File: src/rtl/zwracanie_digitow_pkg.sv
// Shared widths, limits and FSM encoding for the rpm-to-BCD display converter.
package zwracanie_digitow_pkg;

    localparam int RPM_W = 7;
    localparam int BCD_W = 8;

    localparam logic [RPM_W-1:0] MAX_RPM = 7'd99;
    localparam logic [BCD_W-1:0] SAT_BCD = 8'h99;

    localparam int SHIFT_CYCLES = 7;
    localparam int CNT_W        = $clog2(SHIFT_CYCLES);
    localparam logic [CNT_W-1:0] LAST_SHIFT = CNT_W'(SHIFT_CYCLES - 1);

    typedef enum logic [1:0] {
        LOAD  = 2'd0,
        SHIFT = 2'd1,
        WRITE = 2'd2
    } state_t;

endpackage

File: src/rtl/zwracanie_digitow_bcd_add3.sv
// Double-dabble nibble correction: values of 5 or more get +3 before the next shift.
module bcd_add3 (
    input  logic [3:0] i_nib,
    output logic [3:0] o_nib
);

    assign o_nib = (i_nib >= 4'd5) ? i_nib + 4'd3 : i_nib;

endmodule

File: src/rtl/zwracanie_digitow_bcd.sv
// Free-running sequential binary-to-BCD converter for the rpm display.
// Each 9-cycle frame is LOAD, 7x SHIFT, WRITE; only WRITE touches the output.
module zwracanie_digitow_bcd
    import zwracanie_digitow_pkg::*;
(
    input  logic             clk,
    input  logic             rst_n,
    input  logic [RPM_W-1:0] rpm,
    output logic [BCD_W-1:0] rpm_w_BCD
);

    state_t           r_state;
    logic [RPM_W-1:0] r_bin;
    logic [BCD_W-1:0] r_acc;
    logic [CNT_W-1:0] r_cnt;
    logic [BCD_W-1:0] r_bcd;

    logic [RPM_W-1:0] w_rpm_sat;
    logic [BCD_W-1:0] w_acc_adj;

    // Saturating at 99 keeps the tens nibble a valid digit and the accumulator from overflowing.
    assign w_rpm_sat = (rpm > MAX_RPM) ? MAX_RPM : rpm;

    bcd_add3 u_add3_tens (
        .i_nib (r_acc[7:4]),
        .o_nib (w_acc_adj[7:4])
    );

    bcd_add3 u_add3_units (
        .i_nib (r_acc[3:0]),
        .o_nib (w_acc_adj[3:0])
    );

    // NOTE: all state uses non-blocking assignments so every register sees pre-edge values.
    always_ff @(posedge clk or negedge rst_n) begin
        if (!rst_n) begin
            r_state <= LOAD;
            r_bin   <= '0;
            r_acc   <= '0;
            r_cnt   <= '0;
            r_bcd   <= '0;
        end else begin
            case (r_state)
                LOAD: begin
                    r_bin   <= w_rpm_sat;
                    r_acc   <= '0;
                    r_cnt   <= '0;
                    r_state <= SHIFT;
                end
                SHIFT: begin
                    {r_acc, r_bin} <= {w_acc_adj, r_bin} << 1;
                    r_cnt          <= r_cnt + CNT_W'(1);
                    if (r_cnt == LAST_SHIFT) begin
                        r_state <= WRITE;
                    end
                end
                WRITE: begin
                    r_bcd   <= r_acc;
                    r_state <= LOAD;
                end
                default: begin
                    r_state <= LOAD;
                end
            endcase
        end
    end

    assign rpm_w_BCD = r_bcd;

endmodule

File: config.mk
export PLATFORM = sky130hd
export DESIGN_NAME = zwracanie_digitow_bcd
export DESIGN_NICKNAME = d
export VERILOG_FILES = /design/src/rtl/zwracanie_digitow_pkg.sv /design/src/rtl/zwracanie_digitow_bcd_add3.sv /design/src/rtl/zwracanie_digitow_bcd.sv
export SDC_FILE = /design/constraint.sdc
export NUM_CORES = 1
export LEC_CHECK = 0
export CAP_MARGIN = 20
export CORE_ASPECT_RATIO = 0.75
export CORE_UTILIZATION = 53
export DETAILED_ROUTE_END_ITERATION = 10
export PLACE_DENSITY_LB_ADDON = 0.25
export RECOVER_POWER = 25
export REMOVE_ABC_BUFFERS = 1
export SYNTH_ARGS = -nofsm -noshare
export SYNTH_HDL_FRONTEND = slang
export SYNTH_SLANG_ARGS = --single-unit
File: constraint.sdc
create_clock -name clk -period 2.1 [get_ports clk]
set_clock_uncertainty 0.15 [all_clocks]
set_input_delay 0.315 -clock clk [delete_from_list [all_inputs] [get_ports clk]]
set_output_delay 0.315 -clock clk [all_outputs]
set_load 0.05 [all_outputs]
==> impl_metrics.csv, run 1 <==
group,metric,value,unit
worst_setup_path,cp_slowest_cell,"clkdlybuf4s50_1",
clock_tree,cts_resized,0,
worst_setup_path,reg2reg_slack,0.33,ns
worst_setup_path,cp-endpoint,"rpm_w_BCD[1]",
synth,synth_common_cells,"28 x dfrtp_1, 19 x nand2_1, 16 x o21ai_0",
layout,drive_gt1_share,8.16,%
clock_tree,ctsHoldBuffers,0,
timing,hold_violations,0,
floorplanning,die-height,45.5,µm
worst_setup_path,path_depth,1,
synth,synth_area,0.00134,mm²
layout,syn2layout_area_growth,19.3,%
floorplanning,die-area,0.00273,mm²
clock_tree,clock_latency,0.32,ns
layout,nets,163,
worst_setup_path,r2r-start,"r_acc[0]",
timing,setup-violations-final,0,
drt,dr.pass1.iters,4,
timing,finalCriticalPeriod,1.97,ns
timing,drv_slew,0,
worst_hold_path,worstHoldPathType,"flop to flop",
synth,syn_avg_cell_area,10.4,µm²
placed_design,hpwl,1800,µm
placed_design,gp_congestion,0.749,
clock_tree,post_cts_buffers,0,
pwr,p_leak,0.000711,µW
drt,routed_wl,2500,µm
clock_tree,cts_tree,"done",
layout,diodes,0,
global_route,track_usage,20.8,%
outcome,status,"finished clean",
pwr,power_density,792,mW/mm²
drt,ant_nets,0,
job,cap_violations,0,
synth,synth_cells,128,
synth,synth_cell_types,30,
clock_tree,cts_buffers,3,
synth,synth_top_cell_area_share,52.4,%
placed_design,dpl-instance-area,0.00154,mm²
timing,finalCritPeriodShare,93.7,%
worst_setup_path,crit_type,"flop to primary output",
synth,synthFlopType,"dfrtp_1",
synth,synthArstFlopShare,100,%
worst_setup_path,critical_path.cell_chain,"clkdlybuf4s50_1",
floorplanning,start_util,57.0,%
worst_setup_path,startpoint_type,"flop",
placed_design,io_buffers,16,
drt,drc,0,
pwr,p_total,1260,µW
timing,tns,0,ns
global_route,grt_max_degree,29,
timing,max_freq,0.508,GHz
worst_setup_path,crit_buf_inv,1,
synth,synth_edf_count,0,
synth,synth_area_leaders,"dfrtp_1 52%, o21ai_0 6.0%, ha_1 5.6%",
worst_setup_path,cp_data_arrival_time,1.50,ns
pwr,ir_drop,489,µV
floorplanning,io_pins,17,
worst_setup_path,reg2reg_to,"r_acc[1]",
timing,grt_setup_unrepaired,"no",
synth,synth.most_common_cell,"dfrtp_1",
timing,slew_headroom,55.3,%
worst_setup_path,rr_worst_depth,5,
synth,ys_seq_area_share,52.4,%
global_route,antenna_found_initial,0,
layout,final_cell_area,0.00159,mm²
synth,yosysTopAreaCell,"dfrtp_1",
worst_setup_path,crit_path_end_kind,"primary output",
worst_setup_path,cp.required,1.63,ns
worst_setup_path,cpPeakStageDelay,0.80,ns
clock_tree,clkSinkCount,28,
drt,detail_route.wl_per_cell,13.8,µm
clock_tree,cts_buffer_depth,2,
global_route,first_global_vias,943,
clock_tree,clk_pin_slew,0.14,ns
clock_tree,cts-root-buf,"clkbuf_4",
synth,ys_ff_latch,28,
drt,routed-via-count,993,
worst_setup_path,cp_max_fo,2,
global_route,gr-total-overflow,0,
floorplanning,die_w,60.0,µm
synth,synth_warnings,0,
drt,via_per_inst,5.49,
worst_setup_path,critical_path.top_delay_family,"buffers and inverters",
timing,tightest_slew,0.671,ns
floorplanning,coreArea,0.00235,mm²
floorplanning,placementRows,15,
worst_setup_path,critPathLaunch,"rpm_w_BCD[1]",
global_route,grt_first_pass_wirelength,4140,µm
clock_tree,ctsHtreeMaxLevel,1,
drt,drtIter0Drc,66,
[final cells by class]
cell class	instances	area [µm²]
Fill cell	181	752
Sequential cell	28	701
Multi-Input combinational cell	86	573
Timing Repair Buffer	21	195
Tap cell	34	42.5
Clock inverter	1	30.0
Inverter	8	30.0
Clock buffer	3	22.5
[per-layer routing]
| layer | track usage (%) | part of all wire (%) | vias up |
|---|---|---|---|
| met1 | 26.0 | 47 | 486 |
| met2 | 35.8 | 48 | 13 |
| met3 | 6.25 | 3.0 | 4 |
| met5 | 0 | 0 | - |
| li1 | - | - | 490 |
| met4 | 4.65 | 1.2 | 0 |
[state kept, by name (all words and copies together), names as in the netlist]
register / count
r_acc: 8
rpm_w_BCD: 8
r_bin: 7
r_cnt: 3
r_state: 2
[through the flow]
| step | cells | util (%) | hold WS, ns | setup slack (ns) |
|---|---|---|---|---|
| global route | 181 | 67.9 | 0.385 | 0.0680 |
| CTS | 181 | 68.1 | 0.195 | 0.115 |
| finish | 181 | 67.9 | 0.343 | 0.133 |
| global placement | 177 | 65.8 | 0.306 | 0.454 |
| detailed placement | 177 | 65.8 | 0.319 | 0.348 |
| floorplan | 122 | - | -0.131 | 0.377 |
[worst min-delay path by stage]
stage | startpoint | end | cells after the start
after floorplan | rst_n | r_acc[0] | 0
after global placement | r_bin[0] | r_bin[0] | 2
after detailed placement | rpm_w_BCD[5] | rpm_w_BCD[5] | 2
after CTS | rst_n | r_bin[3] | 2
after global routing | rpm_w_BCD[7] | rpm_w_BCD[7] | 2
final | rpm_w_BCD[7] | rpm_w_BCD[7] | 2
[power by group]
group	switching, µW	total, µW	internal (µW)
sequential	26.6	612	586
combinational	197	305	108
clock	153	346	193
total	376	1260	887
[cells in the final DEF (no fill, tap or decap), types with 2 or more instances in the layout]
cell             count
dfrtp_1             28
nand2_1             19
o21ai_0             16
clkdlybuf4s50_1     15
inv_1                8
ha_1                 6
nor2_1               5
nand2b_1             4
o31ai_1              4
a22o_1               4
buf_4                4
a22oi_1              3
clkbuf_4             3
nor2b_1              2
o2111ai_1            2
nand3b_1             2
a2111oi_0            2
a221o_1              2
mux2i_1              2
mux2_2               2
[cell families (layout without fill, tap and decap cells)]
logic type               count (synthesis)  count (layout)  share of synthesized area, %
adder cells (fa/ha/maj)                  6               6                          5.62
multiplexers                             4               4                          3.18
buffers and inverters                   14              33                          4.68
XOR/XNOR                                 1               1                         0.656
AND/OR/NAND/NOR                         34              34                          12.1
AO/OA/AOI/OAI                           41              41                          21.3
flip-flops                              28              28                          52.4
(Power assumes the default switching activity.)
==> run 2, diff against run 1 <==
--- a/config.mk
+++ b/config.mk
@@ -11,7 +11,6 @@
 export DETAILED_ROUTE_END_ITERATION = 10
 export PLACE_DENSITY_LB_ADDON = 0.25
 export RECOVER_POWER = 25
-export REMOVE_ABC_BUFFERS = 1
 export SYNTH_ARGS = -nofsm -noshare
 export SYNTH_HDL_FRONTEND = slang
 export SYNTH_SLANG_ARGS = --single-unit
==> run 2 against run 1 <==
  * Utilization is 1.9 points lower
  * Critical path depth stayed put
  * First-iteration DRC count is 23% lower
  * Clock-buffer cell count stayed put
  * Fmax is 0.55% lower
  * Combinational power hardly changed
  * Worst hold slack better by 0.0025 ns
  * Clock power is 37% lower
  * Global-route usage is 0.46 points higher
  * Design area is 2.8% lower
  * Cell count is 1.7% lower
  * Critical endpoint is now rpm_w_BCD[4]
  * Highest routed layer unchanged
==> impl_metrics.csv, run 2 (synthesis results as in run 1) <==
group,metric,value,unit
global_route,track_usage,21.2,%
timing,grt_setup_unrepaired,"no",
clock_tree,clock_latency,0.32,ns
clock_tree,cts_resized,0,
pwr,p_int,761,µW
clock_tree,clkSinkCount,28,
worst_setup_path,reg2reg_slack,0.39,ns
drt,via_per_inst,5.48,
layout,nets,161,
worst_setup_path,startpoint_type,"flop",
worst_setup_path,cp_data_arrival_time,1.51,ns
worst_setup_path,cp_slowest_cell,"clkdlybuf4s50_1",
timing,drv_slew,0,
clock_tree,post_cts_buffers,0,
layout,final_util,66.0,%
drt,drtIter0Drc,51,
pwr,power_frac_comb,27.0,%
drt,detail_route.wl_per_cell,14.1,µm
clock_tree,clk_pin_slew,0.14,ns
floorplanning,die-height,45.5,µm
global_route,grt_first_pass_wirelength,4200,µm
layout,final_common_cell,"dfrtp_1",
worst_setup_path,crit_path_end_kind,"primary output",
synth,synth_fp_nets,143,
placed_design,hpwl,1810,µm
layout,drive_gt1_share,6.25,%
global_route,antenna_found_initial,0,
pwr,p_clk_share,19.2,%
global_route,grt_max_degree,29,
worst_setup_path,cpPeakStageDelay,0.81,ns
layout,final_cell_mix,"28 x dfrtp_1, 19 x nand2_1, 16 x o21ai_0",
placed_design,detailedPlace.worstSlack,0.399,ns
worst_setup_path,cp.required,1.63,ns
layout,final_cell_area,0.00155,mm²
drt,drc,0,
timing,finalCriticalPeriod,1.98,ns
placed_design,dpl-instance-area,0.00153,mm²
floorplanning,start_util,57.0,%
pwr,swShare,33.1,%
timing,finalCritPeriodShare,94.2,%
worst_setup_path,crit_type,"flop to primary output",
drt,routed-via-count,976,
pwr,power_switching,377,µW
timing,hold_violations,0,
timing,setup-violations-final,0,
global_route,first_global_vias,898,
clock_tree,cts-root-buf,"clkbuf_4",
global_route,gr-total-overflow,0,
timing,max_freq,0.505,GHz
layout,diodes,0,
floorplanning,coreArea,0.00235,mm²
pwr,p_seq_share,53.8,%
worst_setup_path,critical_path.top_delay_family,"buffers and inverters",
worst_setup_path,critical_path.cell_chain,"clkdlybuf4s50_1",
drt,routed_wl,2510,µm
clock_tree,cts_buffers,3,
timing,holdWs,0.345,ns
clock_tree,ctsHoldBuffers,0,
placed_design,gp_congestion,0.714,
worst_setup_path,crit_buf_inv,1,
timing,tightest_slew,0.669,ns
floorplanning,io_pins,17,
layout,fillers,194,
timing,setup_ws,0.122,ns
floorplanning,die-area,0.00273,mm²
worst_setup_path,cp_max_fo,2,
worst_hold_path,worstHoldPathType,"flop to flop",
outcome,status,"finished clean",
timing,slew_headroom,55.4,%
layout,syn2layout_area_growth,15.9,%
pwr,ir_drop,438,µV
job,cap_violations,0,
placed_design,io_buffers,16,
clock_tree,ctsHtreeMaxLevel,1,
floorplanning,die_w,60.0,µm
drt,dr.pass1.iters,4,
timing,tns,0,ns
pwr,p_leak,0.000688,µW
floorplanning,placementRows,15,
drt,ant_nets,0,
clock_tree,cts_buffer_depth,2,
clock_tree,cts_tree,"done",
pwr,power_density,735,mW/mm²
[run 2: layout make-up]
cell class                      instances  area [µm²]  share of cell area, %
Multi-Input combinational cell         86         573                   37.0
Inverter                                8        30.0                   1.94
Tap cell                               34        42.5                   2.75
Clock buffer                            3        22.5                   1.45
Sequential cell                        28         701                   45.2
Timing Repair Buffer                   19         180                   11.6
[run 2: power groups by stage]
stage / Combinational, µW / Sequential [µW] / Clock [µW]
2_1_floorplan: 50.3 / 759 / 0
3_3_place_gp: 303 / 619 / 0
3_5_place_dp: 309 / 624 / 0
4_1_cts: 310 / 613 / 228
5_1_grt: 326 / 619 / 248
6_report: 307 / 612 / 219
[run 2: worst paths after layout]
path	from	to	depth (start not counted)
setup / recovery	rpm_w_BCD[4]	rpm_w_BCD[4]	1
min in group asynchronous	rst_n	r_bin[1]	2
max in group asynchronous	rst_n	rpm_w_BCD[7]	2
hold / removal	rpm_w_BCD[3]	rpm_w_BCD[3]	2
hold reg to reg	rpm_w_BCD[3]	rpm_w_BCD[3]	2
setup reg to reg	r_acc[0]	r_acc[1]	5
[run 2: metal layers]
metal | vias to the layer above | routed length [µm] | GRT usage, %
met5 | - | 0 | 0
met4 | 0 | 16 | 4.19
met3 | 2 | 70 | 5.40
met2 | 16 | 1140 | 32.7
met1 | 468 | 1290 | 30.6
li1 | 490 | - | -
[run 2: per-stage QoR]
step | power (µW) | std cells
floorplan | 809 | 128
global placement | 922 | 175
detailed placement | 933 | 175
CTS | 1150 | 178
global route | 1190 | 178
finish | 1140 | 178
==> run 3, diff against run 2 <==
--- a/config.mk
+++ b/config.mk
@@ -7,10 +7,12 @@
 export LEC_CHECK = 0
 export CAP_MARGIN = 20
 export CORE_ASPECT_RATIO = 0.75
-export CORE_UTILIZATION = 53
+export CORE_UTILIZATION = 46
 export DETAILED_ROUTE_END_ITERATION = 10
+export GPL_ROUTABILITY_DRIVEN = 1
 export PLACE_DENSITY_LB_ADDON = 0.25
 export RECOVER_POWER = 25
+export SETUP_SLACK_MARGIN = 0.02
 export SYNTH_ARGS = -nofsm -noshare
 export SYNTH_HDL_FRONTEND = slang
 export SYNTH_SLANG_ARGS = --single-unit
==> run 3 against run 2 <==
  * Utilization down 7.0 points
  * Via count up 0.10%
  * Combinational power down 1%
  * Worst hold slack worse by 0.0060 ns
  * Sequential power about the same
  * Global-route usage down 3.8 points
  * Non-clock buffer count unchanged
  * Flip-flop and latch count unchanged
  * First-iteration DRC count down 3.9%
  * Highest routed layer unchanged
  * Worst setup slack better by 0.074 ns
==> impl_metrics.csv, run 3 (synthesis results as in run 1) <==
group,metric,value,unit
clock_tree,cts_tree,"done",
timing,slew_headroom,55.9,%
clock_tree,cts-root-buf,"clkbuf_8",
global_route,track_usage,17.4,%
job,cap_violations,0,
timing,tns,0,ns
worst_setup_path,crit_type,"flop to primary output",
drt,ant_nets,0,
timing,finalCriticalPeriod,1.90,ns
clock_tree,cts_buffer_depth,2,
worst_setup_path,cpPeakStageDelay,0.81,ns
clock_tree,cts_resized,0,
drt,dr.pass1.iters,4,
timing,finalCritPeriodShare,90.7,%
worst_setup_path,cp_slowest_cell,"clkdlybuf4s50_1",
timing,max_freq,0.525,GHz
clock_tree,clock_latency,0.27,ns
worst_setup_path,critical_path.top_delay_family,"buffers and inverters",
worst_setup_path,cp_max_fo,2,
worst_hold_path,holdPathStages,2,
layout,final_cell_mix,"28 x dfrtp_1, 19 x nand2_1, 16 x o21ai_0",
worst_setup_path,cp.required,1.63,ns
worst_hold_path,holdCritStartpoint,"rpm_w_BCD[7]",
clock_tree,post_cts_buffers,0,
placed_design,io_buffers,16,
floorplanning,start_util,49.8,%
synth,synth_fp_nets,143,
global_route,antenna_found_initial,0,
layout,final_util,59.0,%
worst_setup_path,reg2reg_to,"r_acc[1]",
worst_setup_path,critical_path.cell_chain,"clkdlybuf4s50_1",
drt,routed-via-count,977,
clock_tree,ctsHoldBuffers,0,
floorplanning,io_pins,17,
outcome,status,"finished clean",
worst_setup_path,cp_data_arrival_time,1.44,ns
timing,tightest_slew,0.662,ns
drt,detail_route.wl_per_cell,13.2,µm
floorplanning,die-height,48.7,µm
global_route,grt_max_degree,29,
layout,fillers,239,
worst_setup_path,reg2reg_slack,0.42,ns
worst_setup_path,rr_worst_depth,5,
worst_setup_path,startpoint_type,"flop",
timing,holdWs,0.339,ns
drt,drc,0,
drt,via_per_inst,5.40,
floorplanning,placementRows,16,
timing,hold_violations,0,
clock_tree,cts_buffers,3,
pwr,power_density,783,mW/mm²
timing,setup-violations-final,0,
timing,drv_slew,0,
placed_design,dpl-instance-area,0.00153,mm²
drt,routed_wl,2380,µm
placed_design,hpwl,1730,µm
worst_hold_path,hold_end,"rpm_w_BCD[7]",
worst_setup_path,crit_buf_inv,1,
floorplanning,die_w,64.2,µm
layout,register_area,701,µm²
layout,syn2layout_area_growth,18.5,%
layout,final_common_cell,"dfrtp_1",
worst_setup_path,r2r-start,"r_acc[0]",
worst_setup_path,crit_path_end_kind,"primary output",
pwr,p_leak,0.000703,µW
clock_tree,clk_pin_slew,0.09,ns
floorplanning,die-area,0.00313,mm²
global_route,grt_first_pass_wirelength,4220,µm
layout,diodes,0,
clock_tree,clkSinkCount,28,
clock_tree,ctsHtreeMaxLevel,1,
pwr,ir_drop,376,µV
global_route,gr-total-overflow,0,
worst_hold_path,worstHoldPathType,"flop to flop",
layout,final_cell_area,0.00158,mm²
drt,drtIter0Drc,49,
placed_design,gp_congestion,0.791,
global_route,first_global_vias,942,
timing,grt_setup_unrepaired,"no",
layout,nets,161,
layout,drive_gt1_share,6.90,%
layout,multi_input_area,573,µm²
floorplanning,coreArea,0.00268,mm²
run 3: changes by cell type in the layout (fill, tap and decap cells not counted):
cell      before  now
clkbuf_4       3    0
clkbuf_8       0    4
run 3: power by group:
part	total (µW)	internal, µW	switching, µW
Sequential	611	586	25.2
Clock	326	168	159
Combinational	303	108	195
run 3: worst max path at each step:
stage	from	to	slack, ns	depth (start not counted)
2_1_floorplan	r_acc[0]	r_acc[1]	0.62	5
3_3_place_gp	rpm[4]	r_bin[1]	0.44	4
3_5_place_dp	rpm[4]	r_bin[1]	0.39	4
4_1_cts	rpm_w_BCD[0]	rpm_w_BCD[0]	0.18	1
5_1_grt	rpm_w_BCD[1]	rpm_w_BCD[1]	0.14	1
6_report	rpm_w_BCD[0]	rpm_w_BCD[0]	0.20	1
run 3: stage by stage:
stage          setup WS, ns  power [µW]  instances
3_5_place_dp          0.393         929        177
3_3_place_gp          0.439         924        177
6_report              0.196        1240        181
4_1_cts               0.181        1260        181
2_1_floorplan         0.624         809        128
5_1_grt               0.138        1300        181
run 3: cell type report:
type                            count  share of cell area, %
Clock buffer                        4                   3.48
Multi-Input combinational cell     86                   36.2
Tap cell                           36                   2.84
Inverter                            8                   1.90
Sequential cell                    28                   44.2
Timing Repair Buffer               19                   11.4
run 3: per-layer routing:
| layer | track usage (%) | wire length, µm |
|---|---|---|
| met1 | 24.0 | 1150 |
| met2 | 27.7 | 1130 |
| met3 | 4.25 | 89 |
| met4 | 4.44 | 11 |
| met5 | 0 | 0 |
